==> src/rtl/sched_pkg.sv <==
// Shared types and constants for the quantum scheduler.
package sched_pkg;

    localparam int NPROG_DEF           = 8;
    localparam int QW_DEF              = 16;
    localparam int DEFAULT_QUANTUM_DEF = 100;

    typedef enum logic [1:0] {
        OS_RUN   = 2'd0,
        USER_RUN = 2'd1,
        TRAP     = 2'd2,
        HALTED   = 2'd3
    } state_t;

    localparam logic [1:0] CAUSE_QUANTUM = 2'b01;
    localparam logic [1:0] CAUSE_HALT    = 2'b10;

endpackage

==> src/rtl/rr_picker.sv <==
// Round-robin search over user slots 1..NPROG-1. The scan starts just after
// last_id, wraps past NPROG-1 back to slot 1, and visits last_id itself last.
// Slot 0 (the OS) is never a candidate.
module rr_picker #(
    parameter int NPROG = 8,
    parameter int IDW   = $clog2(NPROG)
) (
    input  logic [NPROG-1:0] mask,
    input  logic [IDW-1:0]   last_id,
    output logic [IDW-1:0]   next_id,
    output logic             none
);

    // First set mask bit found walking upward from last_id with wrap
    always_comb begin
        int base;
        int idx;
        next_id = '0;
        none    = 1'b1;
        idx     = 0;
        // A last_id of 0 means no user program has run yet: start at slot 1.
        base    = (last_id == '0) ? (NPROG - 1) : int'(last_id);
        for (int k = 1; k < NPROG; k++) begin
            idx = base + k;
            if (idx > NPROG - 1) begin
                idx = idx - (NPROG - 1);
            end
            if (none && mask[idx[IDW-1:0]]) begin
                next_id = idx[IDW-1:0];
                none    = 1'b0;
            end
        end
    end

endmodule

==> src/rtl/quantum_scheduler.sv <==
// Preemptive quantum scheduler: the OS (slot 0) launches user programs, each
// running for a quantum of retired instructions before trapping back to the OS.
// Handshake: there is none; every decoded command is a single-cycle strobe that
// is acted on at the next rising clock edge only in the state that honours it.
module quantum_scheduler
    import sched_pkg::*;
#(
    parameter int NPROG           = NPROG_DEF,
    parameter int QW              = QW_DEF,
    parameter int DEFAULT_QUANTUM = DEFAULT_QUANTUM_DEF
) (
    input  logic                     clock,
    input  logic                     reset,
    input  logic                     retire,
    input  logic                     nextProgram,
    input  logic                     endProgram,
    input  logic                     defquantum,
    input  logic                     changeProgram,
    input  logic [QW-1:0]            operand,
    output logic                     user_mode,
    output logic [$clog2(NPROG)-1:0] cur_id,
    output logic [$clog2(NPROG)-1:0] next_id,
    output logic                     next_none,
    output logic [NPROG-1:0]         active_mask,
    output logic [QW-1:0]            remaining,
    output logic                     trap,
    output logic [1:0]               trap_cause,
    output logic                     sys_halted,
    output state_t                   fsm_state
);

    localparam int IDW = $clog2(NPROG);

    state_t          state;
    logic [QW-1:0]   quantum;
    logic [IDW-1:0]  last_user_id;
    logic [IDW-1:0]  pick_id;
    logic            pick_none;
    logic [IDW-1:0]  target_id;
    logic            counting;
    logic            expire;

    assign target_id = operand[IDW-1:0];
    assign fsm_state = state;
    // A retire only counts while preemption is enabled and budget remains.
    assign counting  = retire && (quantum != '0) && (remaining != '0);
    assign expire    = counting && (remaining == QW'(1));

    rr_picker #(
        .NPROG (NPROG),
        .IDW   (IDW)
    ) u_picker (
        .mask    (active_mask),
        .last_id (last_user_id),
        .next_id (pick_id),
        .none    (pick_none)
    );

    // Scheduler FSM with all outputs registered alongside the state
    always_ff @(posedge clock or posedge reset) begin
        if (reset) begin
            state        <= OS_RUN;
            quantum      <= QW'(DEFAULT_QUANTUM);
            remaining    <= '0;
            cur_id       <= '0;
            next_id      <= '0;
            last_user_id <= '0;
            next_none    <= 1'b0;
            active_mask  <= '0;
            trap         <= 1'b0;
            trap_cause   <= 2'b00;
            user_mode    <= 1'b0;
            sys_halted   <= 1'b0;
        end else begin
            case (state)
                OS_RUN: begin
                    trap      <= 1'b0;
                    user_mode <= 1'b0;
                    cur_id    <= '0;
                    if (endProgram) begin
                        state      <= HALTED;
                        sys_halted <= 1'b1;
                    end else begin
                        if (defquantum) begin
                            quantum <= operand;
                        end
                        if (nextProgram) begin
                            next_none <= pick_none;
                            if (!pick_none) begin
                                next_id <= pick_id;
                            end
                        end
                        // Slot 0 is the OS itself and cannot be launched.
                        if (changeProgram && (target_id != '0)) begin
                            active_mask[target_id] <= 1'b1;
                            cur_id                 <= target_id;
                            remaining              <= quantum;
                            user_mode              <= 1'b1;
                            state                  <= USER_RUN;
                        end
                    end
                end
                USER_RUN: begin
                    if (counting) begin
                        remaining <= remaining - QW'(1);
                    end
                    if (endProgram || expire) begin
                        state        <= TRAP;
                        trap         <= 1'b1;
                        user_mode    <= 1'b0;
                        cur_id       <= '0;
                        last_user_id <= cur_id;
                        // A halt outranks a simultaneous quantum expiry.
                        trap_cause   <= endProgram ? CAUSE_HALT : CAUSE_QUANTUM;
                        if (endProgram) begin
                            active_mask[cur_id] <= 1'b0;
                        end
                    end
                end
                TRAP: begin
                    trap  <= 1'b0;
                    state <= OS_RUN;
                end
                default: begin
                    sys_halted <= 1'b1;
                end
            endcase
        end
    end

endmodule

==> config.mk <==
export PLATFORM = sky130hd
export DESIGN_NAME = quantum_scheduler
export DESIGN_NICKNAME = d
export VERILOG_FILES = /design/src/rtl/sched_pkg.sv /design/src/rtl/rr_picker.sv /design/src/rtl/quantum_scheduler.sv
export SDC_FILE = /design/constraint.sdc
export NUM_CORES = 1
export LEC_CHECK = 0
export CAP_MARGIN = 20
export CORE_MARGIN = 5
export CORE_UTILIZATION = 62
export CTS_BUF_LIST = sky130_fd_sc_hd__clkbuf_2
export DETAILED_ROUTE_END_ITERATION = 10
export PLACE_DENSITY = 0.87
export SYNTH_ARGS = -nofsm -noshare
export SYNTH_HDL_FRONTEND = slang
export SYNTH_SLANG_ARGS = --single-unit
==> constraint.sdc <==
create_clock -name clock -period 5.4 [get_ports clock]
set_input_delay 1.35 -clock clock [delete_from_list [all_inputs] [get_ports clock]]
set_output_delay 1.35 -clock clock [all_outputs]
set_load 0.005 [all_outputs]
* After elaboration in Yosys (flattened, before gate mapping)
Index checks and enable logic that the tools add are counted.
** Word-level totals
- Bits in registers :: 57
- Output and inout port bits :: 38
- Bits of input ports :: 23
- Logic and storage cells :: 160
** Operators by class
- Equality and inequality tests :: 10
- $lt $le $gt $ge :: 18
- Muxes and demuxes :: 66
- Bitwise operators :: 6
- Reductions and logical operators :: 33
- Add/subtract/negate cells :: 15
** Operators with widths (count)
- 32-bit by 4-bit greater-than comparator with 1-bit output, second input constant :: 7
- 3-bit 2-to-1 mux :: 18
- 16-bit 2-to-1 mux :: 3
- 3-bit by 4-bit less-than comparator with 1-bit output, second input constant :: 9
- 8-bit 2-to-1 mux :: 4
- 16-bit one-hot mux with 2 select lines :: 1
- 16-bit nonzero test :: 2
- 1-bit binary-select mux with 3-bit select :: 7
- 1-bit 2-to-1 mux :: 21
- 3-bit by 1-bit subtractor with 3-bit output, second input constant :: 7
- 3-bit by 3-bit adder with 4-bit output, second input constant :: 4
- 16-bit by 1-bit == test with 1-bit output, second input constant :: 1
- 8-bit one-hot mux with 2 select lines :: 1
- 16-bit by 1-bit subtractor with 16-bit output, second input constant :: 1
- 1-bit logical AND :: 12
- 2-bit != test, second input constant :: 6
- 3-bit AND reduction :: 3
- 3-bit by 2-bit adder with 4-bit output, second input constant :: 2
- 8-bit AND :: 1
- 2-bit 2-to-1 mux :: 4
- 8-bit inverter :: 1
- 8-bit bitwise OR :: 1
- 2-bit AND reduction :: 4
- 4-bit AND reduction :: 2
- other kinds (17) :: 26

* Longest topological paths before layout
Gate-level depths: netlist of the first run.
- Depth in word-level cells :: 22
- Mapped depth :: 16
- Mapped depth without buffers :: 13

* By module
A second synthesis of the first run with hierarchy kept.
** Second synthesis, totals
- Cell total of the unflattened synthesis :: 479
- Area, all modules :: 4561.9 sq um
** Modules (own cells, without submodules)
- quantum_scheduler :: seq. area each 1430.1 sq um, cells an instance 287, times used 1, area an instance 3012.9 sq um
- rr_picker :: seq. area each 0.0 sq um, cells an instance 192, times used 1, area an instance 1549.0 sq um

* Worst setup path before layout of the first run
OpenSTA, ideal clock, no wires.
- Kind :: register to register
- From :: register last_user_id[1]
- To :: register next_id[0]
- Clock period less this slack :: 3490 ps
- Setup slack :: 1910 ps
- Stages on the path, launching flop included :: 17
- Data arrival time :: 3347 ps
- Required time :: 5257 ps
- Library setup time :: 143 ps
- Path buffers :: 6
- Cells stage by stage :: dfrtp_1 buf_6 buf_2 buf_2 buf_2 nand2b_1 ha_1 buf_2 buf_2 or2_1 a311oi_2 o32ai_1 nor2_2 nand4_1 and3b_1 o41ai_1 o221ai_1
** Between the ends
- Longest elaborated chain between the ends :: 22
- Elaborated cells on any way between the ends :: 66
- Those cells by class :: 14 x add/sub; 7 x order compare; 36 x mux; 1 x bitwise; 8 x reduce/logical
** RTL lines
- start: declaration :: line quantum_scheduler.sv:36 : logic [IDW-1:0] last_user_id;
- start signal: assignment :: line quantum_scheduler.sv:112 : last_user_id <= cur_id;
- 3-bit zero test :: line rr_picker.sv:22 : base = (last_id == '0) ? (NPROG - 1) : int'(last_id);
- 3-bit 2-to-1 mux (*) :: line rr_picker.sv:22
- 3-bit by 1-bit adder with 4-bit output :: line rr_picker.sv:24 : idx = base + k;
- 32-bit by 4-bit greater-than comparator with 1-bit output / 3-bit by 1-bit subtractor with 3-bit output (equally long branches) :: line rr_picker.sv:25, rr_picker.sv:26
- 3-bit 2-to-1 mux :: line rr_picker.sv:25 : if (idx > NPROG - 1) begin
- 1-bit binary-select mux with 3-bit select :: line rr_picker.sv:28 : if (none && mask[idx[IDW-1:0]]) begin
- 1-bit 2-to-1 mux (not written as such) :: line rr_picker.sv:28
- 1-bit 2-to-1 mux :: line rr_picker.sv:28
- [... 6 more ...]
- 1-bit logical AND :: line rr_picker.sv:28
- 1-bit 2-to-1 mux :: line rr_picker.sv:28
- 1-bit logical AND :: line rr_picker.sv:28
- 1-bit 2-to-1 mux :: line rr_picker.sv:28
- 1-bit logical AND :: line rr_picker.sv:28
- 1-bit 2-to-1 mux :: line rr_picker.sv:28
- 1-bit inverter (no line)
- 4-bit AND reduction (no line)
- end signal: assignment :: line quantum_scheduler.sv:90 : next_id <= pick_id;
- end: declaration :: line quantum_scheduler.sv:22 : output logic [$clog2(NPROG)-1:0] next_id,
Every way passes the cells marked *; elsewhere a longest branch is shown, timed or not. The select of a mux whose other input is x is not followed.
A chain may end at the register's enable or synchronous reset.

* Final worst setup path of the first run
- From :: register last_user_id[0]
- To :: register next_id[0]
Same word-level chain as after synthesis.

==> results of run 1 <==
## worst register-to-register path, stage by stage (launching register included)
cell and delay [ns]:
dfrtp_1 0.39, buf_4 0.26, or2_1 0.21, nand2b_1 0.16, ha_1 0.96, buf_4 0.30, nor3b_1 0.06, a21oi_1 0.12
o21ai_0 0.09, o31ai_1 0.54, nand3b_4 0.29, and3b_1 0.20, o41ai_1 0.44, o221ai_1 0.17
## synthesized netlist by cell type, drive strengths merged, types with 4 or more instances
cell / n / area (um2)
inv: 19 / 71.3
o21ai: 30 / 150
buf: 25 / 158
nor3b: 6 / 45.0
nand3b: 7 / 65.1
nand3: 17 / 85.1
o31ai: 6 / 45.0
mux2i: 15 / 154
o22a: 4 / 35.0
nand2: 34 / 128
a31oi: 12 / 75.1
nand2b: 10 / 62.6
a211oi: 6 / 45.0
nor3: 15 / 75.1
a21oi: 51 / 255
nor2b: 21 / 131
o22ai: 13 / 81.3
a221oi: 7 / 61.3
dfrtp: 54 / 1350
mux2: 24 / 270
ha: 10 / 125
nor2: 38 / 148
nor4: 6 / 37.5
a22o: 5 / 43.8
clkbuf: 20 / 75.1
and2: 4 / 25.0
or2: 5 / 31.3
a22oi: 7 / 66.3
## final cells by class
cell class | count | share of cell area (%)
multi-input cells | 420 | 54.4
inverters | 19 | 1.37
well taps | 99 | 2.37
clock buffers | 9 | 0.862
flip-flops and latches | 57 | 27.4
clock inverters | 6 | 0.958
repair buffers | 68 | 12.6
## power groups by stage
| stage | sequential [mW] | combinational, mW | clock, mW |
|---|---|---|---|
| floorplan | 0.787 | 1.82 | 0 |
| global placement | 0.908 | 2.36 | 0 |
| detailed placement | 0.916 | 2.41 | 0 |
| CTS | 0.907 | 2.42 | 0.258 |
| global route | 0.951 | 2.67 | 0.274 |
| finish | 0.922 | 2.47 | 0.254 |
## registers in the layout, indices dropped and copies added (netlist names), 2 cells and up
register / flops
cur_id: 3
active_mask: 8
trap_cause: 2
last_user_id: 3
quantum: 16
remaining: 16
fsm_state: 2
next_id: 3
## how the worst max path moves through the flow
stage               slack, ns                     end                        start
floorplan                1.91  next_id[0]$_DFFE_PP0P_  last_user_id[1]$_DFFE_PP0P_
global placement         1.39  next_id[0]$_DFFE_PP0P_  last_user_id[0]$_DFFE_PP0P_
detailed placement       1.23  next_id[0]$_DFFE_PP0P_  last_user_id[0]$_DFFE_PP0P_
CTS                      1.22  next_id[0]$_DFFE_PP0P_  last_user_id[0]$_DFFE_PP0P_
global route             0.86  next_id[0]$_DFFE_PP0P_  last_user_id[0]$_DFFE_PP0P_
finish                   1.11  next_id[0]$_DFFE_PP0P_  last_user_id[0]$_DFFE_PP0P_
## metrics by stage
step,setup slack (ns),area [um2],hold WS (ns),std cells
finish,1.11,5220,0.507,678
global route,0.858,5220,0.555,678
CTS,1.22,5220,0.509,678
detailed placement,1.23,5130,0.472,663
global placement,1.39,5130,0.461,663
floorplan,1.91,4580,0.466,541
## kinds of logic after synthesis
group	count (synthesis)
buffers and inverters	64
DFF	57
xor gates and xnor gates	3
AOI/OAI and AO/OA	183
and+or+nand+nor	183
adders and majority gates	11
muxes	40
## metal layers
metal / track usage [%] / up-vias / share of wire (%)
li1: - / 2096 / -
met1: 35.3 / 2197 / 38
met2: 51.9 / 261 / 50
met3: 5.24 / 49 / 6.7
met4: 16.6 / 0 / 4.4
met5: 0 / - / 0
==> out/metrics.cfg, run 1 <==
[power]
irDropWorstVdd_uv = 350
power_switching_mw = 1.82
p_total_mw = 3.64
intPower_mw = 1.82
p_leak_nw = 2.01
seq_power_share_pct = 25.3
clkPwrFrac_pct = 7.0
comb_power_share_pct = 67.7
power_density_nw_per_um2 = 697
p_sw_share_pct = 50.0

[sta]
rsz0062_at_grt = no
hold_viol = 0
fmax_mhz = 233
slew_viol_final = 0
layout_min_cycle_time_ns = 4.29
tightest_slew_ns = 1.03
slew_headroom_pct = 30.7
setup_viol = 0
setup_tns_ns = 0
clock_skew_ns = 0.0240
fin_crit_sh_pct = 79.4

[drt]
wl_per_cell_um = 19.6
antenna_left = 0
drc = 0
drt-total-wl_mm = 13.3
via_per_inst = 6.79
drt_iter0_drc = 450
vias = 4603
dr.pass1.iters = 5

[setup_path]
worstSetupPathDepth = 13
r2r-start = last_user_id[0]$_DFFE_PP0P_
crit_buf_inv = 2
worstPathRequired_ns = 5.75
crit_top_cell = buf_4
arrival_ns = 4.63
timing.critical_path.cells = buf_4, or2_1, nand2b_1, ha_1, buf_4, nor3b_1, a21oi_1, o21ai_0, o31ai_1, nand3b_4, and3b_1, o41ai_1, o221ai_1
cp_top_family = compound AO/OA/AOI/OAI gates
worstRegToRegCells = 13
r2r_slack_ns = 1.11
crit_path_end_kind = flop
cpPeakStageDelay_ns = 0.96
critPathKind = flop to flop
timing.rr.end = next_id[0]$_DFFE_PP0P_
cpMaxStageDelayCell = ha_1
path_max_fanout = 32
cp-start-kind = flop

[logic_synthesis]
syn_avg_cell_area_um2 = 8.46
syn_nets = 574
synth_cells = 541
synth_top_flop_cell = dfrtp_1
ys_ff_latch = 57
ys.warnings.count = 0
synth_mux_area_share_pct = 9.76
synth_xor_area_share_pct = 0.738
synth-simple-area-share_pct = 21.7
netlist_area_um2 = 4580
async_flop_share_pct = 100
synthAdderAreaFrac_pct = 2.98
synth_edf_count = 0
ys_seq_area_share_pct = 31.2
synth_compound_area_share_pct = 26.9
synth_top_family_by_area = compound AO/OA/AOI/OAI gates
ys_types = 79

[clock_tree]
cts_setup_buffers = 0
path_clk_slew_ns = 0.16
cts_made_buffers = 9
clk_latency_ns = 0.47
htreeDepth = 3
cts.sinks = 57
cts_resized = 0
hold_buffers = 0
clock_path_buffers = 2
clk_root_buffer_cell = clkbuf_2
cts_tree = done

[placed_design]
portBuffers = 60
dp_hpwl_mm = 9.39
globalplace.congestion = 0.938

[global_routing]
antenna_found_initial = 0
grt_pass1_vias = 4430
grt_usage_pct = 30.1
grt_pass1_wl_mm = 21.5
grt_start_max_net_pins = 54
grt-ovfl-total = 0

[final_layout]
nFillCells = 559
area_growth_pct = 14.1
antenna_cells = 0
ff_latch_area_um2 = 1430
drive_above_1_share_pct = 10.4
postLayoutCoreUtil_pct = 72.4
mostFrequentLayoutCells = clkdlybuf4s50_1 (60), dfrtp_1 (54), a21oi_1 (51), nor2_1 (36), nand2_1 (34)
multi_input_area_um2 = 2840
layout_commonest_cell = clkdlybuf4s50_1
nNetsFinal = 608

[min_path]
hp-class = flop to flop
min-delay-start = sys_halted$_DFFE_PP0P_
holdPathEnd = sys_halted$_DFFE_PP0P_
whs_path_depth = 1

[flow_run]
maxCapViolCount = 0

[die]
rows = 31
floorplan.die_area_um2 = 9200
core_area_um2 = 7210
die_h_um = 95.9
start_util_pct = 63.4
io_pins = 61
die_w_um = 95.9

[outcome]
status = finished clean

Power figures use the tool's default switching activity.
==> inputs of run 2 (changes only) <==
--- a/config.mk
+++ b/config.mk
@@ -7,10 +7,10 @@
 export LEC_CHECK = 0
 export CAP_MARGIN = 20
 export CORE_MARGIN = 5
-export CORE_UTILIZATION = 62
+export CORE_UTILIZATION = 52
 export CTS_BUF_LIST = sky130_fd_sc_hd__clkbuf_2
 export DETAILED_ROUTE_END_ITERATION = 10
-export PLACE_DENSITY = 0.87
+export PLACE_DENSITY = 0.78
 export SYNTH_ARGS = -nofsm -noshare
 export SYNTH_HDL_FRONTEND = slang
 export SYNTH_SLANG_ARGS = --single-unit
==> constraint.sdc (replaced) <==
create_clock -name clock -period 3.6 [get_ports clock]
set_input_delay 0.9 -clock clock [delete_from_list [all_inputs] [get_ports clock]]
set_output_delay 0.9 -clock clock [all_outputs]
set_load 0.005 [all_outputs]
==> run 2 against run 1 <==
Compared with the run above:
- first-iteration DRC count fell by 50%
- largest power group unchanged
- final cell count rose by 3.7%
- sequential power rose by 49%
- largest cell class unchanged
- sequential share of layout area fell by 0.68 points
- cell area rose by 2.6%
- worst hold slack got worse by 0.014 ns
- sequential cell count did not move
==> out/metrics.cfg, run 2 (synthesized netlist as in run 1, its figures left out) <==
[outcome]
status = finished clean

[setup_path]
path_max_fanout = 40
cp_top_family = simple AND/OR/NAND/NOR gates
cpPeakStageDelay_ns = 0.53
cp-start-kind = flop
critPathKind = flop to flop
crit_buf_inv = 1
timing.critical_path.cells = or2_1, nand2_1, ha_1, buf_12, and3_1, a211o_1, a32o_1, a22oi_4, nand3b_4, or4_1, o21ai_1, a31oi_1
arrival_ns = 3.80
crit_path_end_kind = flop
worstPathRequired_ns = 3.97
cpMaxStageDelayCell = or4_1

[placed_design]
globalplace.congestion = 0.897
dp_hpwl_mm = 9.43
portBuffers = 60
placed_area_um2 = 5250

[global_routing]
grt_pass1_wl_mm = 22.1
grt-ovfl-total = 0
grt_usage_pct = 24.4
antenna_found_initial = 0
grt_pass1_vias = 4518
grt_start_max_net_pins = 51

[die]
start_util_pct = 53.0
rows = 34
core_area_um2 = 8640
die_h_um = 104
floorplan.die_area_um2 = 10800
die_w_um = 104
io_pins = 61

[clock_tree]
cts_made_buffers = 9
cts_resized = 0
path_clk_slew_ns = 0.15
clk_latency_ns = 0.49
cts.sinks = 57
hold_buffers = 0
clock_path_buffers = 2
cts_setup_buffers = 0
clk_root_buffer_cell = clkbuf_2
cts_tree = done
htreeDepth = 3

[power]
power_switching_mw = 2.69
clkPwrFrac_pct = 5.7
seq_power_share_pct = 25.2
p_total_mw = 5.45
irDropWorstVdd_uv = 465
intPower_mw = 2.75
p_sw_share_pct = 49.4
power_density_nw_per_um2 = 1020
comb_power_share_pct = 69.0
p_leak_nw = 2.10

[sta]
rsz0062_at_grt = no
whs_ns = 0.494
layout_min_cycle_time_ns = 3.43
hold_viol = 0
slew_viol_final = 0
tightest_slew_ns = 0.741
fin_crit_sh_pct = 95.3
slew_headroom_pct = 50.5
fmax_mhz = 291
setup_tns_ns = 0
clock_skew_ns = 0.0156
setup_viol = 0

[final_layout]
reg.largest.list = quantum x16, remaining x16, active_mask x8
nNetsFinal = 623
mostFrequentLayoutCells = clkdlybuf4s50_1 (60), dfrtp_1 (54), a21oi_1 (51), nor2_1 (36), nand2_1 (34)
drive_above_1_share_pct = 13.3
layout_commonest_cell = clkdlybuf4s50_1
antenna_cells = 0
multi_input_area_um2 = 2850
finalInstanceArea_um2 = 5360
ff_latch_area_um2 = 1430
nFillCells = 732
area_growth_pct = 17.1

[drt]
via_per_inst = 6.50
vias = 4568
dr.pass1.iters = 5
antenna_left = 0
drt_iter0_drc = 227
drc = 0
drt-total-wl_mm = 13.2
wl_per_cell_um = 18.8

[min_path]
hp-class = flop to flop

[flow_run]
maxCapViolCount = 0

## run 2: cell types whose count changed in the layout (fill, tap and decap cells not counted), moves of 2 or more
cell      previous run  this run
clkinv_2             1         3
buf_12               0         2
clkinv_1             4         2
clkbuf_2             9        11
buf_4                8        20
## run 2: per-layer routing
metal / share of wire, % / up-vias / wire [um] / GRT usage [%]
met3: 5.6 / 46 / 743 / 4.60
met1: 41 / 2208 / 5400 / 30.6
li1: - / 2138 / - / -
met5: 0 / - / 0 / 0
met2: 49 / 176 / 6540 / 39.2
met4: 4.3 / 0 / 563 / 14.0
## run 2: power groups by stage
| stage | registers, mW | clock network, mW | logic [mW] |
|---|---|---|---|
| floorplan | 1.18 | 0 | 2.74 |
| global placement | 1.36 | 0 | 3.59 |
| detailed placement | 1.37 | 0 | 3.70 |
| CTS | 1.36 | 0.324 | 3.72 |
| global route | 1.42 | 0.355 | 4.13 |
| finish | 1.37 | 0.313 | 3.76 |
## run 2: through the flow
step,util (%),setup WS [ns],cells
6_report,62.0,0.169,703
5_1_grt,62.0,0.00280,703
4_1_cts,61.7,0.199,701
3_5_place_dp,60.8,0.210,685
3_3_place_gp,60.8,0.293,685
2_1_floorplan,-,0.110,541
## run 2: tightest hold or removal path, stage by stage (launching register included)
cell and delay [ns]:
dfrtp_1 0.37, nand2_1 0.05, nand2_1 0.06
## run 2: final timing paths
path,to,cells past startpoint,startpoint,slack (ns)
setup / recovery,next_id[1]$_DFFE_PP0P_,12,last_user_id[1]$_DFFE_PP0P_,0.17
hold / removal,trap_cause[1]$_DFFE_PP0P_,2,trap_cause[1]$_DFFE_PP0P_,0.49
setup reg to reg,next_id[1]$_DFFE_PP0P_,12,last_user_id[1]$_DFFE_PP0P_,0.17
hold reg to reg,trap_cause[1]$_DFFE_PP0P_,2,trap_cause[1]$_DFFE_PP0P_,0.49
max in group asynchronous,active_mask[3]$_DFFE_PP0P_,4,reset,2.36
min in group asynchronous,remaining[14]$_DFFE_PP0P_,2,reset,0.59
## run 2: area by class of cell
| class | count | share of cell area (%) |
|---|---|---|
| tap | 108 | 2.52 |
| clock inverter | 5 | 0.420 |
| clock buffer | 11 | 1.03 |
| sequential | 57 | 26.7 |
| inverter | 19 | 1.33 |
| multi-input combinational | 420 | 53.1 |
| timing repair buffer | 83 | 14.9 |
==> inputs of run 3 (changes only) <==
--- a/config.mk
+++ b/config.mk
@@ -5,6 +5,7 @@
 export SDC_FILE = /design/constraint.sdc
 export NUM_CORES = 1
 export LEC_CHECK = 0
+export ABC_CLOCK_PERIOD_IN_PS = 3600
 export CAP_MARGIN = 20
 export CORE_MARGIN = 5
 export CORE_UTILIZATION = 52
==> results of run 3 <==
The final DEF is identical to that of run 2; final timing and power are the same.
